==> src/rtl/activation_pipe.sv <==
// activation_pipe: LUT-based sigmoid/tanh/ReLU/bypass unit; `define ACTIVATION_INTERP_EN adds linear interpolation.
// Latency: 3 register stages, accept-to-out_valid 3 cycles, 1 sample/cycle, order preserved.
// Backpressure: global stall, in_ready = !out_valid || out_ready; every stage holds while stalled.
module activation_pipe #(
    parameter int DATA_W     = 16,
    parameter int FRAC_W     = 8,
    parameter int LUT_ADDR_W = 7,
    parameter int SAT_LOG2   = 3,
    parameter int CNT_W      = 16
) (
    input  logic              clk,
    input  logic              rst_n,
    input  logic              in_valid,
    output logic              in_ready,
    input  logic [DATA_W-1:0] in_data,
    input  logic [1:0]        in_mode,
    output logic              out_valid,
    input  logic              out_ready,
    output logic [DATA_W-1:0] out_data,
    output logic [CNT_W-1:0]  sat_cnt
);
    localparam int S     = FRAC_W + SAT_LOG2 - LUT_ADDR_W;
    localparam int LUT_N = 1 << LUT_ADDR_W;
    localparam int MAG_W = DATA_W + 2;
    localparam logic [MAG_W-1:0]  SAT_TH = MAG_W'(1) << (FRAC_W + SAT_LOG2);
    localparam logic [DATA_W-1:0] ONE    = DATA_W'(1) << FRAC_W;
    localparam logic [1:0] MODE_SIG  = 2'b00;
    localparam logic [1:0] MODE_TANH = 2'b01;
    localparam logic [1:0] MODE_RELU = 2'b10;

    // Elaboration-time sigmoid: e^x by Taylor series in 64-fraction-bit fixed point,
    // x = i / 2^(LUT_ADDR_W-SAT_LOG2), then round(2^FRAC_W * e^x / (e^x + 1)).
    function automatic logic [DATA_W-1:0] sig_entry(input int i);
        logic [127:0] one, term, e, den, num;
        one  = 128'd1 << 64;
        term = one;
        e    = one;
        for (int n = 1; n < 80; n++) begin
            term = (term * 128'(i)) / (128'(n) << (LUT_ADDR_W - SAT_LOG2));
            e    = e + term;
        end
        den = e + one;
        num = (e << (FRAC_W + 1)) + den;
        return DATA_W'(num / (den << 1));
    endfunction

    logic [DATA_W-1:0] lut [LUT_N];
    for (genvar g = 0; g < LUT_N; g++) begin : g_lut
        localparam logic [DATA_W-1:0] ENTRY = sig_entry(g);
        assign lut[g] = ENTRY;
    end

    logic advance;
    assign advance  = !out_valid || out_ready;
    assign in_ready = advance;

    // Stage 1 (condition): magnitude is kept two bits wider so |0x8000| and 2|x| never overflow.
    logic                  in_neg, sat_in;
    logic [MAG_W-1:0]      x_ext, abs_in, mag_in;
    logic [LUT_ADDR_W-1:0] idx_in;
    assign in_neg = in_data[DATA_W-1];
    assign x_ext  = {{2{in_data[DATA_W-1]}}, in_data};
    assign abs_in = in_neg ? (~x_ext + 1'b1) : x_ext;
    assign mag_in = (in_mode == MODE_TANH) ? (abs_in << 1) : abs_in;
    assign sat_in = (mag_in >= SAT_TH);
    assign idx_in = LUT_ADDR_W'(mag_in >> S);

    logic                  vld1, neg1, sat1;
    logic [1:0]            mode1;
    logic [LUT_ADDR_W-1:0] idx1;
    logic [DATA_W-1:0]     x1;
    logic                  vld2, neg2, sat2;
    logic [1:0]            mode2;
    logic [DATA_W-1:0]     x2, lo2;

`ifdef ACTIVATION_INTERP_EN
    localparam int FW = (S > 0) ? S : 1;
    localparam int EW = DATA_W + S;
    logic [FW-1:0]     frac_in, frac1, frac2;
    logic [DATA_W-1:0] hi1, hi2;
    assign frac_in = (S > 0) ? mag_in[FW-1:0] : '0;
    assign hi1     = (idx1 == LUT_ADDR_W'(LUT_N - 1)) ? ONE : lut[LUT_ADDR_W'(idx1 + 1'b1)];
`endif

    // Stage 3 (finish)
    logic [DATA_W-1:0] s_val, sig_val, result;
`ifdef ACTIVATION_INTERP_EN
    logic signed [EW-1:0] diff, prod, interp;
    always_comb begin
        diff   = $signed(EW'(hi2)) - $signed(EW'(lo2));
        prod   = diff * $signed(EW'(frac2));
        interp = $signed(EW'(lo2)) + (prod >>> S);
        s_val  = sat2 ? ONE : DATA_W'(interp);
    end
`else
    assign s_val = sat2 ? ONE : lo2;
`endif

    always_comb begin
        sig_val = neg2 ? (ONE - s_val) : s_val;
        result  = x2;
        case (mode2)
            MODE_SIG:  result = sig_val;
            MODE_TANH: result = (sig_val << 1) - ONE;
            MODE_RELU: result = neg2 ? '0 : x2;
            default:   result = x2;
        endcase
    end

    always_ff @(posedge clk or negedge rst_n) begin
        if (!rst_n) begin
            vld1      <= 1'b0;
            neg1      <= 1'b0;
            sat1      <= 1'b0;
            mode1     <= '0;
            idx1      <= '0;
            x1        <= '0;
            vld2      <= 1'b0;
            neg2      <= 1'b0;
            sat2      <= 1'b0;
            mode2     <= '0;
            x2        <= '0;
            lo2       <= '0;
`ifdef ACTIVATION_INTERP_EN
            frac1     <= '0;
            frac2     <= '0;
            hi2       <= '0;
`endif
            out_valid <= 1'b0;
            out_data  <= '0;
            sat_cnt   <= '0;
        end else begin
            if (advance) begin
                vld1 <= in_valid;
                if (in_valid) begin
                    neg1  <= in_neg;
                    sat1  <= sat_in;
                    mode1 <= in_mode;
                    idx1  <= idx_in;
                    x1    <= in_data;
`ifdef ACTIVATION_INTERP_EN
                    frac1 <= frac_in;
`endif
                end
                vld2 <= vld1;
                if (vld1) begin
                    neg2  <= neg1;
                    sat2  <= sat1;
                    mode2 <= mode1;
                    x2    <= x1;
                    lo2   <= lut[idx1];
`ifdef ACTIVATION_INTERP_EN
                    frac2 <= frac1;
                    hi2   <= hi1;
`endif
                end
                out_valid <= vld2;
                if (vld2) begin
                    out_data <= result;
                end
            end
            if (in_valid && advance && !in_mode[1] && sat_in && !(&sat_cnt)) begin
                sat_cnt <= sat_cnt + 1'b1;
            end
        end
    end
endmodule

==> config.mk <==
export PLATFORM = sky130hd
export DESIGN_NAME = activation_pipe
export DESIGN_NICKNAME = d
export VERILOG_FILES = /design/src/rtl/activation_pipe.sv
export SDC_FILE = /design/constraint.sdc
export NUM_CORES = 1
export LEC_CHECK = 0
export BUFFER_PORTS_ARGS = -buffer_cell sky130_fd_sc_hd__buf_2
export CORE_ASPECT_RATIO = 0.75
export CORE_MARGIN = 2
export CORE_UTILIZATION = 45
export DETAILED_ROUTE_END_ITERATION = 12
export PLACE_DENSITY = 0.72
export SYNTH_ARGS = -nofsm -noshare
export SYNTH_HDL_FRONTEND = slang
export SYNTH_SLANG_ARGS = --single-unit
export TNS_END_PERCENT = 1
==> constraint.sdc <==
create_clock -name clk -period 3.26 [get_ports clk]
set_input_delay 0.652 -clock clk [delete_from_list [all_inputs] [get_ports clk]]
set_output_delay 0.652 -clock clk [all_outputs]
set_load 0.02 [all_outputs]
==> results_dict.tcl <==
set metrics [dict create \
    cts_sink_count 89 \
    setup_violations 0 \
    clock_tree_from_tritoncts "yes" \
    synth_top_area_cell "sky130_fd_sc_hd__dfrtp_1" \
    detailroute.via_count 4196 \
    timing.final.crit_share 0.8623 \
    detailedRoute.firstPassIterationCount 4 \
    effective_utilization_at_floorplan 0.4562 \
    worst_setup_path_start_kind "flip-flop" \
    routed_wire_length_um 11910 \
    mappedNetlistNets 596 \
    irDropWorstVdd_v 0.0003984 \
    grt_remaining_overflow 0 \
    yosysTopAreaCellShare 0.4267 \
    synthesis.area_per_instance_um2 9.272 \
    gp_congestion 0.8703 \
    fin_nets 631 \
    netlist_instances 563 \
    ant_nets 0 \
    postSynth.asyncResetShare 1.000 \
    final_core_utilization 0.5124 \
    synth.top_cells.by_area "sky130_fd_sc_hd__dfrtp_1 43%, sky130_fd_sc_hd__mux2_2 8.2%, sky130_fd_sc_hd__o21ai_0 4.7%, sky130_fd_sc_hd__nand2_1 4.3%, sky130_fd_sc_hd__a21oi_1 4.2%" \
    clock_transition_time_at_the_flip_flop_clock_pins_of_the_worst_setup_and_hold_paths_ns 0.07 \
    synth-seq-area-share 0.4267 \
    multi_input_area_mm2 0.002790 \
    final_hold_viol_count 0 \
    wire_length_of_the_first_global_routing_pass_um 20210 \
    startpoint "lo2[2]" \
    postCtsSetupRepairBufs 0 \
    htree_num_levels 3 \
    fp-row-count 34 \
    timing.slew.headroom 0.4053 \
    hold_path.class "input pin to async pin" \
    arrival_ns 3.06 \
    synthDistinctLibCells 56 \
    regToRegStartpoint "lo2[2]" \
    die_y_um 97.28 \
    criticalPathCategory "flip-flop to flip-flop" \
    cp.required_ns 3.51 \
    count_of_flip_flops_with_a_built_in_enable_after_synthesis 0 \
    grt.total_usage 0.2020 \
    final.fill_count 1047 \
    yosys_most_used_dff "sky130_fd_sc_hd__dfrtp_1" \
    yosys-top-cells-count "89 x sky130_fd_sc_hd__dfrtp_1, 60 x sky130_fd_sc_hd__nand2_1, 49 x sky130_fd_sc_hd__o21ai_0" \
    worstSkewPairLatency_ns 0.34 \
    max-cap-violations 0 \
    drive_gt1_frac 0.2193 \
    port-buffer-count 55 \
    max_clock_freq_mhz 355.7 \
    remaining_drc_errors 0 \
    cts_buffer_count 9 \
    dr.first_iter.drc_count 343 \
    ioPinCount 56 \
    drt-vias-per-instance 5.625 \
    path_max_fanout 6 \
    status "completed" \
    power_dens_cells_mw_per_mm2 846.6 \
    synthesis.area_mm2 0.005220 \
    timing.critical_path.to_type "flip-flop" \
    num_antenna_cells 0 \
    synthesis_to_finish_area_growth_pct 12.32 \
    synth_seq_cells 89 \
    antenna_violations_before_repair 0 \
    largest_net_degree_at_the_start_of_global_routing 38 \
    detailedPlacementHpwl_um 8566 \
    wl_per_cell_um 15.97 \
    cts_resized 0 \
    worst_clock_skew_on_the_final_layout_ns 0.009353 \
    first_global_vias 3940 \
    die_x_um 128.4 \
    grt_setup_unrepaired "no" \
    max_slew.worst_pin.slew_ns 0.8921 \
    core_area_mm2 0.01144 \
    p_leak_nw 2.577 \
    fin_setup_tns_ns 0 \
    layout.area.seq_mm2 0.002227 \
    ctsRootBufferMaster "sky130_fd_sc_hd__clkbuf_16" \
    synth-warning-count 0 \
    cts_buffer_depth 2 \
    die-area_mm2 0.01249 \
    synth.most_common_cell "sky130_fd_sc_hd__dfrtp_1" \
    final_max_tran_viols 0 \
    final.min_clock_period_ns 2.811 \
    ff2ff_path_depth 10 \
    post_cts_hold_buffer_count 0 \
]
kinds of logic after synthesis:
family / share of synthesized area
multiplexers: 0.09012
AO/OA/AOI/OAI: 0.1800
buffers and inverters: 0.03883
XOR/XNOR: 0.04698
adder cells (fa/ha/maj): 0.02637
flip-flops: 0.4267
AND/OR/NAND/NOR: 0.1910
state kept, by name, summed over array words and instances (netlist names):
signal / cells
vld2: 1
neg2: 1
mode1: 2
mode2: 2
idx1: 7
sat1: 1
vld1: 1
x2: 15
out_data: 16
neg1: 1
sat2: 1
sat_cnt: 16
x1: 15
out_valid: 1
lo2: 9
through the flow:
stage | hold slack [ns] | instances | worst slack, ns | power [W] | area [um^2]
detailed placement | 0.4668 | 731 | 0.3891 | 0.003985 | 5584
CTS | 0.2431 | 746 | 0.4752 | 0.004980 | 5863
global placement | 0.4584 | 731 | 0.4831 | 0.003896 | 5584
floorplan | 0.3564 | 563 | 0.7087 | 0.003405 | 5220
finish | 0.2376 | 746 | 0.4488 | 0.004963 | 5863
global route | 0.2597 | 746 | 0.3087 | 0.005353 | 5863
worst paths after layout:
path | slack [ns] | endpoint
worst max-delay path | 0.45 | out_data[12]
worst min-delay path | 0.24 | lo2[5]
worst max register to register | 0.45 | out_data[12]
worst min register to register | 0.48 | out_data[3]
max in group asynchronous | 2.28 | x1[12]
min in group clk | 0.48 | out_data[3]
routing by layer:
metal  share of wire  vias to the layer above  routed length (um)  track usage
met1            0.51                     2003                6047       0.3084
met3           0.045                       15                 540      0.04901
met2            0.43                      106                5177       0.2860
met5               0                        -                   0            0
met4           0.012                        0                 145      0.05156
li1                -                     2072                   -            -
report_power, final:
part           switching (W)  internal, W  leakage [nW]
logic                0.00115     0.000877          1.36
clock network       0.000440     0.000538         0.139
registers           0.000474      0.00149          1.08
cells in the final DEF (no fill, tap or decap), drive strengths merged, types with 10 or more instances in the layout:
master  synthesis  final
a21oi          44     44
nand2          60     60
inv            13     14
nand3          10     10
buf             5     63
clkbuf         34     10
ha             11     11
nor2           42     42
a211oi         12     12
nor3           13     13
nand2b         14     14
mux2           40     40
xor2           21     21
dfrtp          89     89
o21ai          51     51
final cells by class:
| class | count | share of cell area |
|---|---|---|
| Clock buffer | 10 | 0.04076 |
| Tap cell | 144 | 0.03073 |
| Multi-Input combinational cell | 422 | 0.4759 |
| Sequential cell | 89 | 0.3799 |
| Inverter | 13 | 0.008323 |
| Clock inverter | 5 | 0.006829 |
| Timing Repair Buffer | 63 | 0.05762 |
critical path, cell delays in order, from the launching register on:
cell	delay [ns]
sky130_fd_sc_hd__dfrtp_1	0.43
sky130_fd_sc_hd__or4_1	0.60
sky130_fd_sc_hd__o41ai_1	0.33
sky130_fd_sc_hd__xor2_1	0.28
sky130_fd_sc_hd__nor2_1	0.09
sky130_fd_sc_hd__inv_1	0.08
sky130_fd_sc_hd__ha_1	0.18
sky130_fd_sc_hd__nand2_1	0.07
sky130_fd_sc_hd__a311oi_1	0.42
sky130_fd_sc_hd__a21oi_1	0.08
sky130_fd_sc_hd__o21ai_0	0.16
(Power assumes the default switching activity.)
